[src/rtl/text_load_pkg.sv]
// Shared types and constants for the display text loader.
// Latency: n/a (declarations only).
// Backpressure: n/a.
package text_load_pkg;
    localparam int                CHAR_W           = 7;
    localparam logic [2:0]        PHASE_LAST       = 3'd7;
    localparam logic [CHAR_W-1:0] PAD_CODE_DEFAULT = 7'h40;

    typedef enum logic [1:0] {
        IDLE = 2'd0,
        LOAD = 2'd1,
        PAD  = 2'd2,
        DONE = 2'd3
    } state_t;
endpackage

[src/rtl/rr_arb2.sv]
// Two-way round-robin arbiter; grant is held while lock is high.
// Latency: combinational grant, owner registered on the unlocked request cycle.
// Backpressure: lock freezes the grant; commit records the owner as last granted.
module rr_arb2 (
    input  logic       clk,
    input  logic       reset,
    input  logic [1:0] req,
    input  logic       lock,
    input  logic       commit,
    output logic [1:0] gnt,
    output logic       owner
);
    logic last_q;
    logic owner_q;
    logic pick;

    // Contention goes to whoever was not granted last.
    always_comb begin
        pick = 1'b0;
        if (req == 2'b11)
            pick = ~last_q;
        else if (req[1])
            pick = 1'b1;
    end

    always_comb begin
        gnt = 2'b00;
        if (lock)
            gnt = owner_q ? 2'b10 : 2'b01;
        else if (|req)
            gnt = pick ? 2'b10 : 2'b01;
    end

    always_ff @(posedge clk or posedge reset) begin
        if (reset) begin
            last_q  <= 1'b1;
            owner_q <= 1'b0;
        end else begin
            if (!lock && (|req))
                owner_q <= pick;
            if (commit)
                last_q <= owner_q;
        end
    end

    assign owner = owner_q;
endmodule

[src/rtl/text_load_arb.sv]
// Arbitrates two character sources into the serial display text buffer; TEXT_LOAD_PAD_EN pads short messages.
// Latency: grant one cycle after request, then 8-cycle slots per word (bits LSB first, phase 7 commits).
// Backpressure: owner stalls slot phase 0 by dropping rq_valid; rq_ready pulses once per word accepted.
module text_load_arb
    import text_load_pkg::*;
#(
    parameter int                WORD_COUNT = 20,
    parameter logic [CHAR_W-1:0] PAD_CODE   = PAD_CODE_DEFAULT
) (
    input  logic              clk,
    input  logic              reset,
    input  logic [1:0]        rq_valid,
    input  logic [CHAR_W-1:0] rq_data0,
    input  logic [CHAR_W-1:0] rq_data1,
    input  logic [1:0]        rq_last,
    output logic [1:0]        rq_ready,
    output logic              disp_write,
    output logic              disp_din,
    output logic              busy,
    output logic              grant_id
);
    localparam int             WCW    = (WORD_COUNT > 1) ? $clog2(WORD_COUNT) : 1;
    localparam logic [WCW-1:0] WC_MAX = WCW'(WORD_COUNT - 1);

    state_t            state;
    logic [2:0]        phase;
    logic [WCW-1:0]    wcnt;
    logic [CHAR_W-1:0] word_q;
    logic              last_q;
    logic [1:0]        gnt;
    logic              owner;
    logic              own_vld;
    logic              own_last;
    logic              take;
    logic              slot_on;
    logic              msg_end;
    logic [CHAR_W-1:0] own_dat;
    logic [CHAR_W-1:0] slot_word;
    logic [7:0]        slot_bits;

    rr_arb2 u_arb (
        .clk    (clk),
        .reset  (reset),
        .req    (rq_valid),
        .lock   (state != IDLE),
        .commit (state == DONE),
        .gnt    (gnt),
        .owner  (owner)
    );

    assign own_vld  = rq_valid[owner];
    assign own_last = rq_last[owner];
    assign own_dat  = owner ? rq_data1 : rq_data0;
    assign take     = (state == LOAD) && (phase == 3'd0) && own_vld;
    assign msg_end  = last_q || (wcnt == WC_MAX);

    // Phase 0 shifts the word straight off the bus so the slot starts on the handshake cycle.
    assign slot_on   = (state == PAD) || ((state == LOAD) && ((phase != 3'd0) || own_vld));
    assign slot_word = (state == PAD) ? PAD_CODE : ((phase == 3'd0) ? own_dat : word_q);
    assign slot_bits = {1'b0, slot_word};

    assign rq_ready   = take ? gnt : 2'b00;
    assign disp_write = slot_on;
    assign disp_din   = slot_on & slot_bits[phase];
    assign busy       = (state == LOAD) || (state == PAD);
    assign grant_id   = owner;

    always_ff @(posedge clk or posedge reset) begin
        if (reset) begin
            state  <= IDLE;
            phase  <= 3'd0;
            wcnt   <= '0;
            word_q <= '0;
            last_q <= 1'b0;
        end else begin
            case (state)
                IDLE: begin
                    phase <= 3'd0;
                    wcnt  <= '0;
                    if (|rq_valid)
                        state <= LOAD;
                end
                LOAD: begin
                    if (phase == 3'd0) begin
                        if (own_vld) begin
                            word_q <= own_dat;
                            last_q <= own_last;
                            phase  <= 3'd1;
                        end
                    end else if (phase == PHASE_LAST) begin
                        phase <= 3'd0;
                        if (msg_end) begin
`ifdef TEXT_LOAD_PAD_EN
                            if (wcnt != WC_MAX) begin
                                state <= PAD;
                                wcnt  <= wcnt + 1'b1;
                            end else begin
                                state <= DONE;
                            end
`else
                            state <= DONE;
`endif
                        end else begin
                            wcnt <= wcnt + 1'b1;
                        end
                    end else begin
                        phase <= phase + 3'd1;
                    end
                end
`ifdef TEXT_LOAD_PAD_EN
                PAD: begin
                    phase <= phase + 3'd1;
                    if (phase == PHASE_LAST) begin
                        if (wcnt == WC_MAX)
                            state <= DONE;
                        else
                            wcnt <= wcnt + 1'b1;
                    end
                end
`endif
                DONE: begin
                    state <= IDLE;
                    phase <= 3'd0;
                    wcnt  <= '0;
                end
                default: state <= IDLE;
            endcase
        end
    end
endmodule

[config.mk]
export PLATFORM = sky130hd
export DESIGN_NAME = text_load_arb
export DESIGN_NICKNAME = d
export VERILOG_FILES = /design/src/rtl/text_load_pkg.sv /design/src/rtl/rr_arb2.sv /design/src/rtl/text_load_arb.sv
export SDC_FILE = /design/constraint.sdc
export NUM_CORES = 1
export LEC_CHECK = 0
export CORE_MARGIN = 2
export CORE_UTILIZATION = 30
export CTS_CLUSTER_DIAMETER = 80
export CTS_CLUSTER_SIZE = 28
export DETAILED_ROUTE_END_ITERATION = 10
export GPL_ROUTABILITY_DRIVEN = 0
export PLACE_DENSITY = 0.59
export SLEW_MARGIN = 10
export SYNTH_ARGS = -nofsm -noshare
export SYNTH_HDL_FRONTEND = slang
export SYNTH_SLANG_ARGS = --single-unit
export TNS_END_PERCENT = 50
[constraint.sdc]
create_clock -name clk -period 2 [get_ports clk]
set_input_delay 0.4 -clock clk [delete_from_list [all_inputs] [get_ports clk]]
set_output_delay 0.4 -clock clk [all_outputs]
set_load 0.02 [all_outputs]
==> results.md <==
- Timing would allow up to 432 MHz.
- The worst reg2reg path depth is 7.
- In this run the worst path has a maximum fanout of 4.
- On the worst path, the slowest cell contributes a delay of 400 ps.
- The first routing iteration left 46 violations.
- The net count of the mapped netlist is 172.
- The clock tree skew after final layout is 4.75 ps.
- The synthesis-stage register bit count is 20.
- Walking the worst path, the cells encountered are buf_4 -> buf_4 -> or2_2 -> a221oi_1 -> a311o_1 -> o221ai_4 -> buf_6.
- The via count normalized by instance count is 5.17.
- The number of antenna violations at the first check in global routing is 0.
- The worst path in the final design needs a cycle of 2320 ps, including I/O delays and setup.
- The dominant combinational cell family by area after synthesis is simple AND/OR/NAND/NOR gates.
- The share of final-layout standard cells stronger than drive strength 1 is 0.342.
- Of all flip-flops after synthesis, the portion carrying an async set or reset was 1.00.
- The data required time of the critical path is 1600 ps.
- The max-capacitance violation count is 0.
- The source-to-sink clock delay at the later pin of the worst-skew pair is 270 ps.
- The share of the Yosys chip area taken by registers is 0.378.
- The via count of the first global-routing pass is 1295.
- The largest net degree at the start of global routing is 15.
- The HPWL after detailed placement is 2610 um.
- The xor/xnor share of the synthesized area is 0.
- The final reports fail on negative setup slack.
- The adder-cell share of the synthesized area is 0.0753.
- The worst hold margin is 427 ps.
- The total wirelength of the detailed-routed design is 3530 um.
- The flow ran to the end, but the final reports show violations.
- For this run, design rule violations remaining after detail routing come to 0.
- Setup repair after global routing could not meet its margin everywhere.
- The slowest stage cell on the critical path is sky130_fd_sc_hd__dfrtp_1.
- The total area inside the core boundary comes to 0.00432 mm2.
- The number of buffers added on ports is 25.
- Counting flops with a built-in enable in the synthesized netlist gives 0.
- After clock tree synthesis, the flow added hold-fix buffers numbering 0.
- After detailed placement, the design holds a cell count of 239.
- STA classifies the critical path endpoint as an output port.
- The kind of path behind the tightest hold check is in2async.
- The portion of synthesized area spent on multiplexers is 0.118.
- The post-synthesis simple-gate area fraction is 0.199.
- In this run the number of cells on the critical path is 7.
- The CTS clock-pin slew for the worst setup and hold paths is 80 ps.
- Yosys attributes the largest share of cell area to sky130_fd_sc_hd__dfrtp_1 (36%), sky130_fd_sc_hd__ha_1 (7.5%), sky130_fd_sc_hd__mux2i_1 (7.5%).
- The first global-routing pass estimated 5910 um of wire.
- The die height is 70.6 um.
- The max-slew violation count is 0.
- The final cell count without fillers is 254.
- The row count is 24.
- The maximum level of the CTS H-tree is 1.
- The setup-violating endpoint count in the final report is 3.
- The top-level port count is 26.
- The number of synthesis warnings is 0.
- The first detailed-routing pass ran for 4 iterations.
- The power density over the cells is 1300 mW/mm2.
- In this run the remaining antenna-violating nets after routing total 0.
- The setup slack of the critical path after layout is -316 ps.
- In this run the mean area of a mapped cell was 9.23 um2.
- The cell class contributing the biggest share of worst-path delay is compound AO/OA/AOI/OAI gates.
- TritonCTS built the clock tree.
- The tree is rooted in a sky130_fd_sc_hd__clkbuf_8.
- The tree built by TritonCTS fans out to 20 sinks.
- Across the VDD grid, the largest voltage drop is 0.354 mV.
- Among the stages of the critical path, the cell type that occurs most often is sky130_fd_sc_hd__buf_4.
- The detailed-route via count is 1312.
- The pre-CTS setup slack is -923 ps.
- The count of unique library cells instantiated by Yosys is 41.
- The number of buffers on the longest clock path is 2.
- After the last flow step, the layout net total stands at 231.
- The launching element type of the critical path is a register.
- The portion of the clock cycle consumed by the worst path in the final layout is 1.16.
- The number of antenna diodes in the final layout is 0.
- The number of clock buffers added by TritonCTS is 3.
- The global-route total usage across every layer is 0.148.
- For the pin with the worst max-slew slack, the measured transition is 448 ps.
- Of the post-synthesis cell area, the dominant cell type holds 0.358.
- The type of the worst setup path is reg2out.
- The cell type with the largest total area after synthesis is sky130_fd_sc_hd__dfrtp_1.
- Data arrives at the worst endpoint at 1920 ps.
- Together, buffers and inverters on the worst path number 3.
- From synthesis to final layout, the design area changed by 53.7%.
- For this configuration, the core starts out at a cell density of 0.307.
- The overflow left after global routing is 0.
- Synthesis produced 144 cells.
- The compound-gate portion of the synthesized area is 0.176.
- Measured against its own limit, the worst slew margin works out to 0.701.
- The die covers 0.00498 mm2.
- Adding up every negative setup slack in the final design gives -369 ps.
- In this run the cell area of the synthesized design comes to 0.00133 mm2.
- The static leakage is 0.963 nW.
- Among all flip-flop cells after synthesis, the most frequent one is sky130_fd_sc_hd__dfrtp_1.
- From left edge to right edge, the die measures 70.6 um.
- After detailed routing, the average wire length per cell comes to 13.9 um.
- The count of final hold-check violations was 0.
==> path summary, 6_finish.rpt <==
path / endpoint / slack [ps] / startpoint
worst max-delay path: disp_din / -320 / phase[1]
worst min-delay path: word_q[6] / 430 / reset
worst max register to register: wcnt[4] / 110 / state[0]
worst min register to register: word_q[3] / 490 / word_q[3]
max in group asynchronous: wcnt[3] / 1050 / reset
min in group clk: word_q[3] / 490 / word_q[3]
==> cell usage after synthesis (all sizes together), types with 2 or more instances <==
library cell	instances
nor3	2
nand3	9
a21oi	6
clkbuf	2
dfrtp	19
nor2	7
a221oi	2
nand2	16
nand2b	3
o21a	2
inv	10
nor2b	2
ha	8
mux2i	10
nand4	2
o21ai	10
buf	5
o211ai	5
mux2	5
==> cell families after synthesis <==
kind of cell | after synthesis
simple gates | 49
mux | 15
buf+inv | 17
flops | 20
fa+ha+maj | 8
compound gates | 35
==> timing repair <==
| item | in CTS | in global routing |
|---|---|---|
| setup endpoints to repair | 5 | 6 |
| setup buffers | 8 | 3 |
| resized for setup | 34 | 12 |
| pin swaps | 3 | 4 |
==> per-stage QoR <==
stage               power, mW  utilization  area, um2
floorplan                1.58            -       1380
global placement         2.11        0.426       1840
detailed placement       2.15        0.426       1840
CTS                      2.56        0.456       1970
global route             2.89        0.472       2040
finish                   2.66        0.472       2040
==> area by class of cell <==
| type | instances | area (um2) |
|---|---|---|
| sequential | 20 | 503 |
| multi-input combinational | 107 | 865 |
| tap | 52 | 65.1 |
| fill | 418 | 2280 |
| timing repair buffer | 61 | 527 |
| clock buffer | 4 | 45.0 |
| inverter | 10 | 37.5 |
==> power by group <==
part / switching, mW / internal, mW / leakage (nW)
logic: 0.873 / 0.873 / 0.685
registers: 0.0851 / 0.544 / 0.256
clock network: 0.147 / 0.142 / 0.0228
==> per-layer routing <==
metal,vias up,global-route usage,part of all wire
met3,5,0.0242,0.038
li1,643,-,-
met1,634,0.182,0.44
met2,30,0.266,0.51
met4,0,0.0461,0.014
met5,-,0,0
==> registers in the layout, indices dropped and copies added (netlist names) <==
| name | cells |
|---|---|
| last_q | 1 |
| wcnt | 5 |
| word_q | 7 |
| phase | 3 |
| u_arb.last_q | 1 |
| state | 2 |
| u_arb.owner | 1 |
==> cells in the final DEF, fill, tap and decap left out, types with 4 or more instances in the layout <==
cell type,count
sky130_fd_sc_hd__nand3_1,8
sky130_fd_sc_hd__mux2_2,4
sky130_fd_sc_hd__o21ai_0,8
sky130_fd_sc_hd__clkdlybuf4s50_1,18
sky130_fd_sc_hd__inv_1,7
sky130_fd_sc_hd__a21oi_1,5
sky130_fd_sc_hd__dfrtp_1,18
sky130_fd_sc_hd__nand2_1,16
sky130_fd_sc_hd__o211ai_1,5
sky130_fd_sc_hd__nor2_1,6
sky130_fd_sc_hd__ha_1,4
sky130_fd_sc_hd__buf_4,33
sky130_fd_sc_hd__mux2i_1,8
sky130_fd_sc_hd__buf_6,6
Note: power is estimated with default switching activity, not from simulation.
